$ cat config.mk
export PLATFORM = sky130hd
export DESIGN_NAME = rom_download_stream
export DESIGN_NICKNAME = d
export VERILOG_FILES = /design/src/rtl/snes_load_pkg.sv /design/src/rtl/word_fifo.sv /design/src/rtl/rom_download_stream.sv
export SDC_FILE = /design/constraint.sdc
export NUM_CORES = 1
export LEC_CHECK = 0
export ABC_CLOCK_PERIOD_IN_PS = 8290
export CELL_PAD_IN_SITES_DETAIL_PLACEMENT = 0
export CELL_PAD_IN_SITES_GLOBAL_PLACEMENT = 1
export CORE_MARGIN = 5
export CORE_UTILIZATION = 30
export DETAILED_ROUTE_END_ITERATION = 16
export PLACE_DENSITY = 0.63
export SETUP_SLACK_MARGIN = 0.2
export SLEW_MARGIN = 5
export SYNTH_ARGS = -nofsm -noshare
export SYNTH_HDL_FRONTEND = slang
export SYNTH_HIERARCHICAL = 1
export SYNTH_SLANG_ARGS = --single-unit
$ cat constraint.sdc
create_clock -name clk_74a -period 8.29 [get_ports clk_74a]
set_clock_uncertainty 0.15 [all_clocks]
set_input_delay 1.658 -clock clk_74a [delete_from_list [all_inputs] [get_ports clk_74a]]
set_output_delay 1.658 -clock clk_74a [all_outputs]
set_load 0.1 [all_outputs]
$ cat src/rtl/snes_load_pkg.sv
// Shared types for the ROM download path: loader states, region default and FIFO entry layout.
package snes_load_pkg;

  typedef enum logic [1:0] {
    ST_IDLE  = 2'd0,
    ST_LOAD  = 2'd1,
    ST_DRAIN = 2'd2
  } load_state_t;

  localparam logic [3:0] REGION_NIBBLE_DEFAULT = 4'h1;

  // One buffered bridge write: byte address of the word and its big-endian data.
  typedef struct packed {
    logic [24:0] addr;
    logic [31:0] data;
  } fifo_entry_t;

  // Turns a big-endian byte pair into a little-endian halfword.
  function automatic logic [15:0] swap_half(input logic [15:0] be);
    return {be[7:0], be[15:8]};
  endfunction

endpackage

$ cat src/rtl/word_fifo.sv
// Small synchronous FIFO of bridge words with a flush that still accepts a same-cycle push.
module word_fifo
  import snes_load_pkg::*;
#(
  parameter int DEPTH = 4
) (
  input  logic                         clk,
  input  logic                         reset,
  input  logic                         flush,
  input  logic                         push,
  input  fifo_entry_t                  push_data,
  input  logic                         pop,
  output fifo_entry_t                  head,
  output logic                         full,
  output logic                         empty,
  output logic [$clog2(DEPTH+1)-1:0]   count
);

  localparam int AW = (DEPTH > 1) ? $clog2(DEPTH) : 1;
  localparam int CW = $clog2(DEPTH + 1);

  fifo_entry_t    mem [DEPTH];
  logic [AW-1:0]  wr_ptr;
  logic [AW-1:0]  rd_ptr;
  logic [AW-1:0]  wr_slot;
  logic           do_push;
  logic           do_pop;

  assign full  = (count == CW'(DEPTH));
  assign empty = (count == '0);
  assign head  = mem[rd_ptr];

  // A flush empties the queue first, so a push in the same cycle lands in slot 0 and never overflows.
  always_comb begin
    do_push = 1'b0;
    do_pop  = 1'b0;
    wr_slot = wr_ptr;
    if (flush) begin
      do_push = push;
      wr_slot = '0;
    end else begin
      do_pop  = pop && !empty;
      do_push = push && (!full || do_pop);
    end
  end

  // Storage array carries no reset; only the pointers define what is valid.
  always_ff @(posedge clk) begin
    if (do_push) begin
      mem[wr_slot] <= push_data;
    end
  end

  // Pointer and occupancy bookkeeping.
  always_ff @(posedge clk or posedge reset) begin
    if (reset) begin
      wr_ptr <= '0;
      rd_ptr <= '0;
      count  <= '0;
    end else if (flush) begin
      rd_ptr <= '0;
      wr_ptr <= do_push ? AW'(1) : '0;
      count  <= do_push ? CW'(1) : '0;
    end else begin
      if (do_push) begin
        wr_ptr <= wr_ptr + AW'(1);
      end
      if (do_pop) begin
        rd_ptr <= rd_ptr + AW'(1);
      end
      case ({do_push, do_pop})
        2'b10:   count <= count + CW'(1);
        2'b01:   count <= count - CW'(1);
        default: count <= count;
      endcase
    end
  end

endmodule

$ cat src/rtl/rom_download_stream.sv
// Turns 32-bit big-endian bridge dataslot writes into the 16-bit little-endian ioctl stream.
module rom_download_stream
  import snes_load_pkg::*;
#(
  parameter int         FIFO_DEPTH    = 4,
  parameter logic [3:0] REGION_NIBBLE = REGION_NIBBLE_DEFAULT
) (
  input  logic        clk_74a,
  input  logic        reset,
  input  logic        bridge_wr,
  input  logic [31:0] bridge_addr,
  input  logic [31:0] bridge_wr_data,
  input  logic        dataslot_start,
  input  logic        dataslot_done,
  input  logic [31:0] rom_file_size,
  input  logic        ioctl_ready,
  output logic [24:0] ioctl_addr,
  output logic [15:0] ioctl_data,
  output logic        ioctl_wr,
  output logic        downloading,
  output logic        overflow,
  output logic [23:0] halfword_count
);

  load_state_t  state;
  load_state_t  state_next;
  logic         half_lo;
  fifo_entry_t  fifo_head;
  fifo_entry_t  fifo_in;
  logic         fifo_full;
  logic         fifo_empty;
  logic [$clog2(FIFO_DEPTH+1)-1:0] fifo_count;
  logic         fifo_push;
  logic         fifo_pop;
  logic         slot_free;
  logic         produce;
  logic         take_wr;
  logic         drop_wr;
  logic [24:0]  cand_addr;
  logic [15:0]  cand_data;
  logic [31:0]  byte_limit;
  logic         in_range;
  logic         unused_bits;

  assign unused_bits = ^{bridge_addr[27:25], fifo_count};
  assign fifo_in     = '{addr: bridge_addr[24:0], data: bridge_wr_data};
  assign downloading = (state != ST_IDLE);

  word_fifo #(
    .DEPTH(FIFO_DEPTH)
  ) u_fifo (
    .clk       (clk_74a),
    .reset     (reset),
    .flush     (dataslot_start),
    .push      (fifo_push),
    .push_data (fifo_in),
    .pop       (fifo_pop),
    .head      (fifo_head),
    .full      (fifo_full),
    .empty     (fifo_empty),
    .count     (fifo_count)
  );

  // The head entry stays in the FIFO until its LO half is issued, so the FIFO always holds every unfinished word.
  always_comb begin
    slot_free  = !ioctl_wr || ioctl_ready;
    produce    = slot_free && !fifo_empty && !dataslot_start;
    fifo_pop   = produce && half_lo;
    take_wr    = bridge_wr && (bridge_addr[31:28] == REGION_NIBBLE)
                 && ((state != ST_IDLE) || dataslot_start);
    fifo_push  = take_wr && (dataslot_start || !fifo_full || fifo_pop);
    drop_wr    = take_wr && !dataslot_start && fifo_full && !fifo_pop;
    cand_addr  = half_lo ? (fifo_head.addr + 25'd2) : fifo_head.addr;
    cand_data  = half_lo ? swap_half(fifo_head.data[15:0]) : swap_half(fifo_head.data[31:16]);
    byte_limit = (rom_file_size + 32'd1) & ~32'd1;
    in_range   = ({7'd0, cand_addr} < byte_limit);
  end

  // Loader state register.
  always_ff @(posedge clk_74a or posedge reset) begin
    if (reset) begin
      state <= ST_IDLE;
    end else begin
      state <= state_next;
    end
  end

  // A start pulse restarts from any state; drain ends once nothing is buffered, pending or presented.
  always_comb begin
    state_next = state;
    if (dataslot_start) begin
      state_next = ST_LOAD;
    end else begin
      case (state)
        ST_IDLE:  state_next = ST_IDLE;
        ST_LOAD:  if (dataslot_done) state_next = ST_DRAIN;
        ST_DRAIN: if (fifo_empty && !half_lo && !ioctl_wr && !fifo_push) state_next = ST_IDLE;
        default:  state_next = ST_IDLE;
      endcase
    end
  end

  // Output register: issues HI then LO per entry, skips halfwords past the file end, holds while not ready.
  always_ff @(posedge clk_74a or posedge reset) begin
    if (reset) begin
      ioctl_wr       <= 1'b0;
      ioctl_addr     <= '0;
      ioctl_data     <= '0;
      half_lo        <= 1'b0;
      overflow       <= 1'b0;
      halfword_count <= '0;
    end else if (dataslot_start) begin
      ioctl_wr       <= 1'b0;
      ioctl_addr     <= '0;
      ioctl_data     <= '0;
      half_lo        <= 1'b0;
      overflow       <= 1'b0;
      halfword_count <= '0;
    end else begin
      if (drop_wr) begin
        overflow <= 1'b1;
      end
      if (ioctl_wr && ioctl_ready && (halfword_count != '1)) begin
        halfword_count <= halfword_count + 24'd1;
      end
      if (produce) begin
        half_lo  <= !half_lo;
        ioctl_wr <= in_range;
        if (in_range) begin
          ioctl_addr <= cand_addr;
          ioctl_data <= cand_data;
        end
      end else if (slot_free) begin
        ioctl_wr <= 1'b0;
      end
    end
  end

endmodule

# After elaboration in Yosys (flattened, before gate mapping)
# Memory sizes are Yosys's and may differ from the RTL's.
# Cells that the tools add are included.
# W data, S select, Z words.
[totals]
romBits = 0
elab_cells = 102
register_bits = 77
out_inout_bits = 68
mem_bits_rw = 228
latch_bits = 0
mem_count = 1
[memory_table]
columns = ["name", "words", "width", "read_ports", "rd_clocked_by_memory_dff", "write_ports", "line", "source"]
rows = [
  ["u_fifo.mem", 4, 57, 1, 0, 1, "word_fifo.sv:22", "fifo_entry_t mem [DEPTH];"],
]
[op_classes]
n_reduce_logical = 40
muxes = 34
n_eq_ne = 9
div = 0
n_bitwise = 0
addsub = 7
multipliers = 0
order_cmp = 1
shift = 0
[ops]
columns = ["operator", "n"]
rows = [
  ["$mux W25", 4],
  ["$mux W16", 4],
  ["$mux W24", 2],
  ["$add A32 B1 Y32 const B", 1],
  ["$lt A25 B32 Y1", 1],
  ["$add A25 B2 Y25 const B", 1],
  ["$add A24 B1 Y24 const B", 1],
  ["$ne A24 B24 Y1 const B", 1],
  ["$logic_and A1 B1 Y1", 16],
  ["$mux W2", 8],
  ["$reduce_bool A2 Y1", 7],
  ["$mux W1", 13],
  ["$logic_not A1 Y1", 7],
  ["$ne A3 B3 Y1 const B", 2],
  ["$pmux W3 S2", 1],
  ["$reduce_bool A3 Y1", 2],
  ["$logic_or A1 B1 Y1", 5],
  ["$add A2 B1 Y2 const B", 2],
  ["$eq A2 B1 Y1 const B", 2],
  ["$eq A2 B2 Y1 const B", 2],
  ["$eq A4 B1 Y1 const B", 1],
  ["$pmux W2 S2", 1],
  ["$reduce_and A2 Y1", 2],
  ["$add A3 B1 Y3 const B", 1],
  ["other kinds (4)", 4],
]

# Logic depth before layout (Yosys ltp)
[depth]
word_depth = 12
mapped_depth = 21
ltp_nobuf = 16

# Modules after synthesis
# Netlist, hierarchy kept.
[by_module_without_submodules]
columns = ["module", "cells_each", "area_each_um2", "seq_area_each_um2", "n_inst"]
rows = [
  ["word_fifo", 357, 8747.1, 7021.7, 1],
  ["rom_download_stream", 558, 4983.5, 1751.7, 1],
]

# Worst setup path after synthesis
# Ideal clock, no wire load.
[synth_timing]
kind = "input to register"
start = "input port ioctl_ready"
end = "memory u_fifo/mem[2][0] (netlist bit), enable pin"
stages = 9
t_arrival_ps = 8547
setup_slack_ps = -1040
cell_sequence = "nand2b_1 > nor2b_1 > nand2_1 > nand2_1 > o21ai_0 > inv_1 > clkbuf_8 > o21a_1 > nor4b_1"
[synth_between]
elab_chain_len = 10
[synth_lines]
columns = ["item", "line", "source"]
rows = [
  ["start: declaration", "rom_download_stream.sv:16", "input logic ioctl_ready,"],
  ["$logic_or A1 B1 Y1 *", "rom_download_stream.sv:66", "slot_free = !ioctl_wr || ioctl_ready;"],
  ["$logic_and A1 B1 Y1 * (2 in a row)", "rom_download_stream.sv:67", "produce = slot_free && !fifo_empty && !dataslot_start;"],
  ["$logic_and A1 B1 Y1 *", "rom_download_stream.sv:68", "fifo_pop = produce && half_lo;"],
  ["$logic_or A1 B1 Y1 *", "rom_download_stream.sv:71", "fifo_push = take_wr && (dataslot_start || !fifo_full || fifo_pop);"],
  ["$logic_and A1 B1 Y1 *", "rom_download_stream.sv:71", ""],
  ["net fifo_push", "rom_download_stream.sv:33", "logic fifo_push;"],
  ["$logic_and A1 B1 Y1", "word_fifo.sv:43", "do_push = push && (!full || do_pop);"],
  ["$mux W1 *", "word_fifo.sv:38", "if (flush) begin"],
  ["$mux W1 *", "word_fifo.sv:49", "if (do_push) begin"],
  ["$mux W1 (not written as such) *", "word_fifo.sv:50", "mem[wr_slot] <= push_data;"],
  ["end: declaration", "word_fifo.sv:22", ""],
]
# Mark *: on every way through the listed nets, which the timed path passes. The rest lies on a longest branch.

# Worst setup path in the final report
[layout_timing]
start = "input port rom_file_size[4]"
end = "register ioctl_data[8]"
[layout_between]
elab_chain_len = 4
[layout_lines]
columns = ["item", "line", "source"]
rows = [
  ["start: declaration", "rom_download_stream.sv:15", "input logic [31:0] rom_file_size,"],
  ["$add A32 B1 Y32", "rom_download_stream.sv:75", "byte_limit = (rom_file_size + 32'd1) & ~32'd1;"],
  ["$lt A25 B32 Y1", "rom_download_stream.sv:76", "in_range = ({7'd0, cand_addr} < byte_limit);"],
  ["$reduce_bool A2 Y1 (no line)", "n/a", ""],
  ["$reduce_and A2 Y1 (no line)", "n/a", ""],
  ["end signal: assignment", "rom_download_stream.sv:131", "ioctl_data <= cand_data;"],
  ["end: declaration", "rom_download_stream.sv:18", "output logic [15:0] ioctl_data,"],
]
# Every way passes these cells.
# A chain may end at the register's enable or synchronous reset.

==> flow_metrics.py <==
metrics = {
    "setup_path": {
        "worst_ep_required_time_ns": 8.50,
        "end_kind": "flop",
        "start_kind": "input port",
        "worstPathMaxFanout": 29,
        "critPathKind": "input port to flop",
        "crit_path_top_delay_cell": "nor2_2",
        "path_cells": "clkdlybuf4s50_1 -> nand4_1 -> nor4_1 -> nand4_1 -> xor2_1 -> ha_1 -> a21oi_1 -> o21ai_0 -> a2111oi_0 -> o2111ai_1 -> nand2_1 -> a2111oi_4 -> buf_4 -> nor2_2 -> o21ai_0",
        "slowest_delay_ns": 0.80,
        "cp_data_arrival_time_ns": 6.47,
    },
    "synth": {
        "yosysSeqAreaShare": 0.639,
        "synth_cell_types": 62,
        "ys_seq_elements": 305,
        "syn_area_mm2": 0.0137,
        "synth_top_area_frac": 0.499,
        "synth_top_area_cell": "edfxtp_1",
        "synthTopCellsByArea": "edfxtp_1, dfrtp_1, mux4_2",
        "synth_most_common_cell": "edfxtp_1",
        "synthTopCellsByCount": "edfxtp_1, dfrtp_1, nor2_1, mux4_2, nand2_1",
        "synthArstFlopShare": 0.252,
        "synth-edff-count": 228,
        "avgSynthCellArea_um2": 15.0,
        "synthCells": 915,
        "synth.net_count": 1044,
        "synthFlopType": "edfxtp_1",
        "ys_warn_count": 6,
    },
    "grt": {
        "grt_max_degree": 65,
        "grt-ovfl-total": 0,
        "antenna_found_initial": 7,
        "grt_pass1_vias": 8671,
        "grt_usage": 0.133,
        "grt_pass1_wl_um": 52100,
    },
    "detailed_routing": {
        "vias": 8316,
        "first_pass_iters": 4,
        "detail-route-antenna-nets": 0,
        "drt-total-wl_um": 33700,
        "post_drt_wl_per_cell_um": 19.7,
        "dr.first_iter.drc_count": 468,
        "drc_errors": 0,
        "avgViaCountPerCell": 4.87,
    },
    "clock_network": {
        "cts_root_buf": "clkbuf_16",
        "cts_setup_buffers": 0,
        "post_cts_resize_count": 0,
        "htreeDepth": 2,
        "clk_pin_slew_worst_paths_ns": 0.06,
        "clockBufferDepth": 3,
        "cts_sinks": 305,
        "cts_buffers": 35,
        "cts_tree": "built",
        "clock_latency_ns": 0.53,
        "cts_hold_buf": 0,
    },
    "floorplan": {
        "die_x_um": 224,
        "io_pins": 170,
        "initial_core_util": 0.303,
        "num_rows": 78,
        "die_h_um": 224,
        "core_mm2": 0.0453,
        "dieArea_mm2": 0.0501,
    },
    "timing": {
        "setup_viol": 0,
        "grt_setup_unrepaired": "no",
        "hold_viol_final": 0,
        "period_minus_slack_ns": 6.26,
        "maxSlewHeadroom": 0.296,
        "worstMarginPinSlew_ns": 1.05,
        "worst_slack_ns": 2.03,
        "fmax_mhz": 160,
        "period_share": 0.755,
        "drv_slew": 0,
        "tns_ns": 0,
    },
    "layout": {
        "nets": 1211,
        "syn2layout_area_growth_pct": 25.0,
        "drive_above_1_share": 0.125,
    },
    "flow_run": {
        "cap_viol_max_count": 0,
    },
    "power_and_ir_drop": {
        "power_density_mw_per_mm2": 193,
        "p_leak_nw": 5.77,
        "peakVddDrop_v": 0.000255,
    },
    "placement": {
        "place_ws_ns": 1.39,
        "hpwl_um": 21900,
        "place_congestion": 0.756,
        "port_buffers": 166,
    },
    "status": {
        "status": "complete, no violations",
    },
    "hold_path": {
        "min_path_type": "flop to flop",
    },
}
## metrics by stage
| step | total power, W | instances | util | hold WS, ns | cell area (um2) |
|---|---|---|---|---|---|
| floorplan | 0.00173 | 915 | - | 0.329 | 13700 |
| global placement | 0.00181 | 1645 | 0.354 | 0.358 | 16000 |
| detailed placement | 0.00181 | 1645 | 0.354 | 0.377 | 16000 |
| CTS | 0.00336 | 1706 | 0.379 | 0.386 | 17200 |
| global route | 0.00343 | 1706 | 0.379 | 0.408 | 17200 |
| finish | 0.00331 | 1707 | 0.379 | 0.376 | 17200 |
## path summary, 6_finish.rpt
| check | cells after the start | slack, ns | from | to |
|---|---|---|---|---|
| max reg2reg | 17 | 2.27 | u_fifo/rd_ptr[1] | ioctl_data[8] |
| min reg2reg | 2 | 0.38 | overflow | overflow |
| max in group asynchronous | 3 | 5.54 | reset | ioctl_addr[21] |
| max | 15 | 2.03 | rom_file_size[4] | ioctl_data[8] |
| min | 2 | 0.38 | overflow | overflow |
| min in group asynchronous | 2 | 1.33 | reset | u_fifo/wr_ptr[0] |
## placed cells by master (no fill, tap or decap), drive strengths merged, types with 3 or more instances in the layout
master / n
clkbuf: 44
clkdlybuf4s50: 165
xnor2: 35
buf: 15
nor4: 5
a31oi: 4
nand3: 31
nand2: 57
and2: 5
or3: 5
and3: 13
nor2: 59
a21oi: 12
inv: 15
nor3: 11
bufinv: 3
o21ai: 27
or4: 19
a211oi: 3
xor2: 41
and4: 7
nor4b: 3
nand4: 24
mux4: 57
o21a: 3
ha: 26
dfrtp: 77
o311a: 23
clkinv: 14
or2: 3
nand2b: 5
edfxtp: 228
mux2i: 18
o21bai: 24
## logic make-up (layout without fill, tap and decap cells)
group | Yosys count | count (layout) | share of synthesized area
simple gates | 253 | 253 | 0.0963
flops | 305 | 305 | 0.639
compound gates | 112 | 112 | 0.0601
mux | 76 | 76 | 0.107
buf+inv | 66 | 257 | 0.0235
xor+xnor | 76 | 76 | 0.0485
fa+ha+maj | 27 | 27 | 0.0252
other cells | 0 | 1 | 0
## flip-flops by register name, summed over array words and instances (netlist names)
name            flops
half_lo             1
halfword_count     24
ioctl_addr         25
ioctl_data         16
ioctl_wr            1
overflow            1
state               2
u_fifo/count        3
u_fifo/mem        228
u_fifo/rd_ptr       2
u_fifo/wr_ptr       2
## report_power, final
group	switching, W	leakage [nW]	internal (W)
sequential	0.00000144	3.12	0.00165
combinational	0.0000700	2.10	0.0000614
clock	0.000610	0.547	0.000915
## routing by layer
metal | track usage | vias up | part of all wire
li1 | - | 3904 | -
met1 | 0.182 | 4150 | 0.45
met2 | 0.209 | 201 | 0.46
met3 | 0.0432 | 49 | 0.070
met4 | 0.0298 | 12 | 0.016
met5 | 0 | - | 0.0019
## final cells by class
type | instances | area (um2)
Fill cell | 4289 | 28100
Sequential cell | 305 | 8780
Multi-Input combinational cell | 544 | 4680
Timing Repair Buffer | 180 | 1760
Clock buffer | 44 | 962
Tap cell | 600 | 751
Clock inverter | 17 | 163
Inverter | 16 | 61.3
Antenna cell | 1 | 2.50
## critical path, delay by kind of cell
kind | cells | cell delay [ns]
compound gates | 6 | 1.26
fa+ha+maj | 1 | 0.34
buf+inv | 2 | 0.80
xor+xnor | 1 | 0.18
simple gates | 5 | 2.18
Power figures use the tool's default switching activity.
